File: config.mk
export PLATFORM = sky130hd
export DESIGN_NAME = mem_refill_arbiter
export DESIGN_NICKNAME = d
export VERILOG_FILES = /design/src/rtl/mem_refill_arbiter_pkg.sv /design/src/rtl/mem_beat_timer.sv /design/src/rtl/mem_refill_arbiter.sv
export SDC_FILE = /design/constraint.sdc
export NUM_CORES = 1
export LEC_CHECK = 0
export ABC_AREA = 1
export CORE_MARGIN = 5
export CORE_UTILIZATION = 43
export DETAILED_ROUTE_END_ITERATION = 6
export PLACE_DENSITY = 0.88
export SYNTH_ARGS = -nofsm -noshare
export SYNTH_HDL_FRONTEND = slang
export SYNTH_SLANG_ARGS = --single-unit
File: constraint.sdc
create_clock -name clk -period 3.5 [get_ports clk]
set_input_delay 0.7 -clock clk [delete_from_list [all_inputs] [get_ports clk]]
set_output_delay 0.7 -clock clk [all_outputs]
set_load 0.1 [all_outputs]
File: src/rtl/mem_refill_arbiter_pkg.sv
// Shared definitions for the main-memory refill arbiter and the caches that use it.
package mem_refill_arbiter_pkg;

  // Arbiter FSM states
  typedef enum logic [1:0] {
    ST_IDLE    = 2'd0,
    ST_I_READ  = 2'd1,
    ST_D_READ  = 2'd2,
    ST_D_WRITE = 2'd3
  } state_e;

  // Which requester most recently won the memory port
  typedef enum logic {
    GNT_ICACHE = 1'b0,
    GNT_DCACHE = 1'b1
  } grant_e;

  // Line geometry and memory timing shared with the caches
  localparam int unsigned LINE_WORDS_DEF = 4;
  localparam int unsigned MEM_LAT_DEF    = 2;

  // Counter width for a count of n, never narrower than one bit
  function automatic int unsigned cnt_width(input int unsigned n);
    return (n > 32'd1) ? $clog2(n) : 32'd1;
  endfunction

endpackage

File: src/rtl/mem_beat_timer.sv
// Paces a memory transaction: MEM_LAT cycles per word, LINE_WORDS words per line.
// Counters stay cleared while the arbiter is idle, so every transaction starts at word 0.
module mem_beat_timer
  import mem_refill_arbiter_pkg::*;
#(
  parameter int unsigned LINE_WORDS = LINE_WORDS_DEF,
  parameter int unsigned MEM_LAT    = MEM_LAT_DEF,
  parameter int unsigned WORD_W     = cnt_width(LINE_WORDS),
  parameter int unsigned BEAT_W     = cnt_width(MEM_LAT)
) (
  input  logic              clk,
  input  logic              rst,
  input  logic              active,
  output logic              beat_last,
  output logic [WORD_W-1:0] word_idx,
  output logic              word_last
);

  logic [BEAT_W-1:0] beat_cnt;
  logic [WORD_W-1:0] word_cnt;

  // Beat counter within a word and word index within the line
  always_ff @(posedge clk) begin
    if (!rst || !active) begin
      beat_cnt <= '0;
      word_cnt <= '0;
    end else if (beat_last) begin
      beat_cnt <= '0;
      word_cnt <= word_cnt + WORD_W'(1);
    end else begin
      beat_cnt <= beat_cnt + BEAT_W'(1);
    end
  end

  assign beat_last = (beat_cnt == BEAT_W'(MEM_LAT - 1));
  assign word_last = (word_cnt == WORD_W'(LINE_WORDS - 1));
  assign word_idx  = word_cnt;

endmodule

File: src/rtl/mem_refill_arbiter.sv
// Shares the single main-memory port between ICache refills and DCache
// refills/write-throughs. Round-robin on ties, fixed per-word access latency.
module mem_refill_arbiter
  import mem_refill_arbiter_pkg::*;
#(
  parameter int unsigned LINE_WORDS = LINE_WORDS_DEF,
  parameter int unsigned MEM_LAT    = MEM_LAT_DEF,
  parameter int unsigned ADDR_W     = 32
) (
  input  logic              clk,
  input  logic              rst,
  input  logic              i_req,
  input  logic [ADDR_W-1:0] i_addr,
  output logic [31:0]       i_rdata,
  output logic              i_rvalid,
  output logic              i_done,
  input  logic              d_req,
  input  logic              d_we,
  input  logic [ADDR_W-1:0] d_addr,
  input  logic [31:0]       d_wdata,
  output logic [31:0]       d_rdata,
  output logic              d_rvalid,
  output logic              d_done,
  output logic              mem_en,
  output logic              mem_we,
  output logic [ADDR_W-1:0] mem_addr,
  output logic [31:0]       mem_wdata,
  input  logic [31:0]       mem_rdata
);

  localparam int unsigned WORD_W = cnt_width(LINE_WORDS);
  localparam logic [ADDR_W-1:0] LINE_MASK = ~ADDR_W'((LINE_WORDS * 4) - 1);

  state_e            state, state_nxt;
  grant_e            last_grant, last_grant_nxt;
  logic [ADDR_W-1:0] addr_lat, addr_nxt;
  logic [31:0]       wdata_lat, wdata_nxt;
  logic              beat_last, word_last;
  logic [WORD_W-1:0] word_idx;
  logic [ADDR_W-1:0] word_off;

  mem_beat_timer #(
    .LINE_WORDS (LINE_WORDS),
    .MEM_LAT    (MEM_LAT),
    .WORD_W     (WORD_W)
  ) u_timer (
    .clk       (clk),
    .rst       (rst),
    .active    (state != ST_IDLE),
    .beat_last (beat_last),
    .word_idx  (word_idx),
    .word_last (word_last)
  );

  // Base is line-aligned, so adding the word offset never carries into the next line
  assign word_off = ADDR_W'({word_idx, 2'b00});

  // State, round-robin pointer and latched transaction address/data
  always_ff @(posedge clk) begin
    if (!rst) begin
      state      <= ST_IDLE;
      last_grant <= GNT_ICACHE;
      addr_lat   <= '0;
      wdata_lat  <= 32'd0;
    end else begin
      state      <= state_nxt;
      last_grant <= last_grant_nxt;
      addr_lat   <= addr_nxt;
      wdata_lat  <= wdata_nxt;
    end
  end

  // Arbitration in IDLE and end-of-transaction detection
  always_comb begin
    state_nxt      = state;
    last_grant_nxt = last_grant;
    addr_nxt       = addr_lat;
    wdata_nxt      = wdata_lat;
    case (state)
      ST_IDLE: begin
        if (d_req && (!i_req || (last_grant == GNT_ICACHE))) begin
          last_grant_nxt = GNT_DCACHE;
          if (d_we) begin
            state_nxt = ST_D_WRITE;
            addr_nxt  = {d_addr[ADDR_W-1:2], 2'b00};
            wdata_nxt = d_wdata;
          end else begin
            state_nxt = ST_D_READ;
            addr_nxt  = d_addr & LINE_MASK;
            wdata_nxt = 32'd0;
          end
        end else if (i_req) begin
          last_grant_nxt = GNT_ICACHE;
          state_nxt      = ST_I_READ;
          addr_nxt       = i_addr & LINE_MASK;
          wdata_nxt      = 32'd0;
        end else begin
          state_nxt = ST_IDLE;
        end
      end
      ST_I_READ, ST_D_READ: begin
        if (beat_last && word_last) begin
          state_nxt = ST_IDLE;
        end else begin
          state_nxt = state;
        end
      end
      ST_D_WRITE: begin
        if (beat_last) begin
          state_nxt = ST_IDLE;
        end else begin
          state_nxt = state;
        end
      end
      default: state_nxt = ST_IDLE;
    endcase
  end

  // Memory port drive and per-requester data/valid/done decode
  always_comb begin
    mem_en    = 1'b0;
    mem_we    = 1'b0;
    mem_addr  = '0;
    mem_wdata = 32'd0;
    i_rdata   = 32'd0;
    i_rvalid  = 1'b0;
    i_done    = 1'b0;
    d_rdata   = 32'd0;
    d_rvalid  = 1'b0;
    d_done    = 1'b0;
    case (state)
      ST_I_READ: begin
        mem_en   = 1'b1;
        mem_addr = addr_lat + word_off;
        i_rvalid = beat_last;
        i_rdata  = beat_last ? mem_rdata : 32'd0;
        i_done   = beat_last && word_last;
      end
      ST_D_READ: begin
        mem_en   = 1'b1;
        mem_addr = addr_lat + word_off;
        d_rvalid = beat_last;
        d_rdata  = beat_last ? mem_rdata : 32'd0;
        d_done   = beat_last && word_last;
      end
      ST_D_WRITE: begin
        mem_en    = 1'b1;
        mem_addr  = addr_lat;
        mem_wdata = wdata_lat;
        mem_we    = beat_last;
        d_done    = beat_last;
      end
      default: mem_en = 1'b0;
    endcase
  end

endmodule

==> results.py <==
metrics = {
    "setup_path": {
        "start_kind": "flop",
        "r2r-start": "state[0]",
        "reg2reg_depth": 7,
        "critPathKind": "reg -> out",
        "cp.required_ns": 2.80,
        "arrival_ns": 2.66,
        "reg2reg_slack_ns": 1.45,
        "critPathMaxFanout": 11,
        "worstSetupEndpointType": "primary output",
        "rr_endpoint": "addr_lat[24]",
    },
    "synthesis": {
        "synth_top_cell_area_share_pct": 28.2,
        "syn_avg_cell_area_um2": 5.76,
        "ys_warn_count": 0,
        "ys_ff_latch": 68,
        "ys_seq_area_share_pct": 28.2,
        "async_flop_share_pct": 0,
        "synthTopCellsByArea": "dfxtp_1 28%, nand2_1 19%, inv_1 9.4%",
        "synth.cell_area_um2": 4820,
        "yosysUniqueCellTypes": 33,
        "syn_inst": 837,
        "synth_top_area_cell": "dfxtp_1",
        "synth_ff_type": "dfxtp_1",
        "synth_edf_count": 0,
    },
    "grt": {
        "antenna_found_initial": 1,
        "grt_pass1_wl_um": 27000,
        "gr-usage-all-layers_pct": 24.8,
        "grt_pass1_vias": 5531,
        "grt_max_degree": 65,
        "overflow": 0,
    },
    "floorplan": {
        "core-area_um2": 10900,
        "die_w_um": 116,
        "rows": 38,
        "die_height_um": 116,
        "dieArea_um2": 13400,
        "initial_core_util_pct": 44.1,
        "ios": 267,
    },
    "sta": {
        "final_max_slew_viol_count": 0,
        "skew_ns": 0.0107,
        "relSlewSlack_pct": 33.2,
        "worst_slew_pin_slew_ns": 1.00,
        "finalCritPeriodShare_pct": 95.9,
        "min_period_ns": 3.36,
        "setup_violations": 0,
        "setup_total_negative_slack_ns": 0,
        "clock.fmax_mhz": 298,
        "rsz0062_at_grt": "false",
        "hold_viol": 0,
    },
    "routing": {
        "viasPerCell": 5.02,
        "wl_per_cell_um": 14.6,
        "drc": 0,
        "drt_iter0_drc": 511,
        "wl_um": 17700,
        "dr_total_vias": 6084,
        "antenna_left": 0,
        "first_pass_iters": 5,
    },
    "power_and_ir_drop": {
        "p_seq_share_pct": 27.7,
        "power.clock.fraction_pct": 19.4,
        "switching_share_pct": 50.7,
        "p_sw_mw": 2.46,
        "ir_worst_vdd_v": 0.000379,
        "combinationalPowerShare_pct": 52.9,
        "powerDensity_nw_per_um2": 629,
        "p_leak_nw": 3.75,
        "p_int_mw": 2.38,
    },
    "min_path": {
        "hold_end": "last_grant",
        "whs_path_depth": 2,
        "hp-start": "last_grant",
        "hp-class": "reg -> reg",
    },
    "placed_design": {
        "portBuffers": 258,
        "gp_congestion": 0.900,
        "dpl_cell_area_um2": 7380,
        "place_hpwl_um": 13400,
    },
    "clock_tree": {
        "cts_num_sinks": 68,
        "cts.path.max_buffers": 2,
        "holdBufCountCts": 0,
        "clk_latency_ns": 0.33,
        "numCtsBuffers": 9,
        "htree_levels": 3,
        "cts_setup_buffers": 0,
        "cts-resized-gates": 0,
        "cts_tree": "done",
        "root_buffer": "clkbuf_16",
        "path_clk_slew_ns": 0.06,
    },
    "outcome": {
        "outcome": "complete, no violations",
    },
    "job": {
        "max_cap_violations": 0,
    },
    "layout": {
        "design_area_um2": 7690,
        "area_growth_pct": 59.4,
        "drive_gt1_share_pct": 17.5,
        "nets": 1208,
    },
}
critical path, cell delays in order (launching register included):
cell     delay (ns)
dfxtp_1        0.39
ha_1           0.19
inv_1          0.06
fa_1           0.43
nor2_4         0.23
nand2_4        0.09
nor2_4         0.25
nand3_1        0.14
nand2_1        0.10
nand2_1        0.06
a21oi_2        0.19
buf_12         0.20
cells by family (layout without fill, tap and decap cells):
family                     Yosys count  count (layout)  share of synthesized area [%]
and+or+nand+nor                    398             398                           33.2
AOI/OAI and AO/OA                  185             185                           21.0
buffers and inverters              175             408                           14.8
DFF                                 68              68                           28.2
adders and majority gates            9               9                           2.49
other                                1               3                         0.0777
xor gates and xnor gates             1               1                          0.182
registers in the layout, indices dropped and copies added (netlist names):
name               flops
addr_lat              30
last_grant             1
state                  2
u_timer.beat_last      1
u_timer.word_idx       2
wdata_lat             32
through the flow:
stage | cells | hold WS [ns] | utilization [%] | setup slack, ns | total power [mW]
2_1_floorplan | 838 | 0.450 | - | 0.0566 | 3.14
3_3_place_gp | 1195 | 0.484 | 67.5 | 0.641 | 3.84
3_5_place_dp | 1195 | 0.493 | 67.5 | 0.603 | 3.89
4_1_cts | 1211 | 0.533 | 70.3 | 0.184 | 4.84
5_1_grt | 1212 | 0.556 | 70.3 | 0.0193 | 5.12
6_report | 1212 | 0.529 | 70.3 | 0.143 | 4.84
power by group through the flow:
stage	combinational, mW	clock (mW)	sequential (mW)
final	2.56	0.939	1.34
after global routing	2.75	0.990	1.38
after CTS	2.56	0.955	1.33
after detailed placement	2.54	0	1.34
after global placement	2.51	0	1.33
after floorplan	1.89	0	1.25
worst max-delay path by stage:
| stage | endpoint | cells after the start | slack [ns] | startpoint |
|---|---|---|---|---|
| floorplan | mem_addr[17] | 6 | 0.06 | state[0] |
| global placement | mem_addr[30] | 11 | 0.64 | u_timer.word_idx[0] |
| detailed placement | mem_addr[30] | 11 | 0.60 | u_timer.word_idx[0] |
| CTS | mem_addr[30] | 11 | 0.18 | u_timer.word_idx[0] |
| global route | mem_addr[30] | 11 | 0.02 | u_timer.word_idx[0] |
| finish | mem_addr[30] | 11 | 0.14 | u_timer.word_idx[0] |
Yosys cell counts, types with 2 or more instances:
| master | n |
|---|---|
| a211oi_1 | 3 |
| a21oi_1 | 59 |
| a21oi_2 | 6 |
| a31oi_1 | 29 |
| buf_2 | 14 |
| buf_4 | 4 |
| buf_6 | 3 |
| clkbuf_1 | 29 |
| dfxtp_1 | 68 |
| ha_1 | 8 |
| inv_1 | 121 |
| inv_2 | 3 |
| nand2_1 | 250 |
| nand2_2 | 2 |
| nand3_1 | 22 |
| nand4_1 | 8 |
| nor2_1 | 105 |
| nor2_2 | 2 |
| nor2_4 | 4 |
| o21ai_0 | 80 |
| o21bai_1 | 5 |
layout by cell type, fill, tap and decap left out, types with 2 or more instances in the layout:
master,n
nor2_1,105
nand2_1,250
inv_1,121
a21oi_1,52
inv_6,4
dfxtp_1,68
a31oi_1,29
nor2_4,4
buf_4,120
ha_1,7
clkdlybuf4s50_1,125
a21oi_2,12
clkbuf_16,9
inv_2,3
nand3_1,22
o21bai_1,5
nand2_2,2
a211oi_1,3
conb_1,2
nor2_2,2
o21ai_0,80
clkinvlp_4,2
nand4_1,8
buf_12,21
layer usage:
metal / wire [µm] / track usage [%]
met5: 0 / 0
met4: 321 / 6.19
met3: 1740 / 6.16
met2: 8910 / 45.4
met1: 6700 / 28.7
area by class of cell:
cell class | count | area (µm²)
Clock inverter | 7 | 80.1
Inverter | 125 | 469
Fill cell | 956 | 3250
Timing Repair Buffer | 267 | 2580
Sequential cell | 68 | 1360
Antenna cell | 1 | 2.50
Tap cell | 140 | 175
Clock buffer | 9 | 225
Multi-Input combinational cell | 595 | 2800
Power figures use the tool's default switching activity.
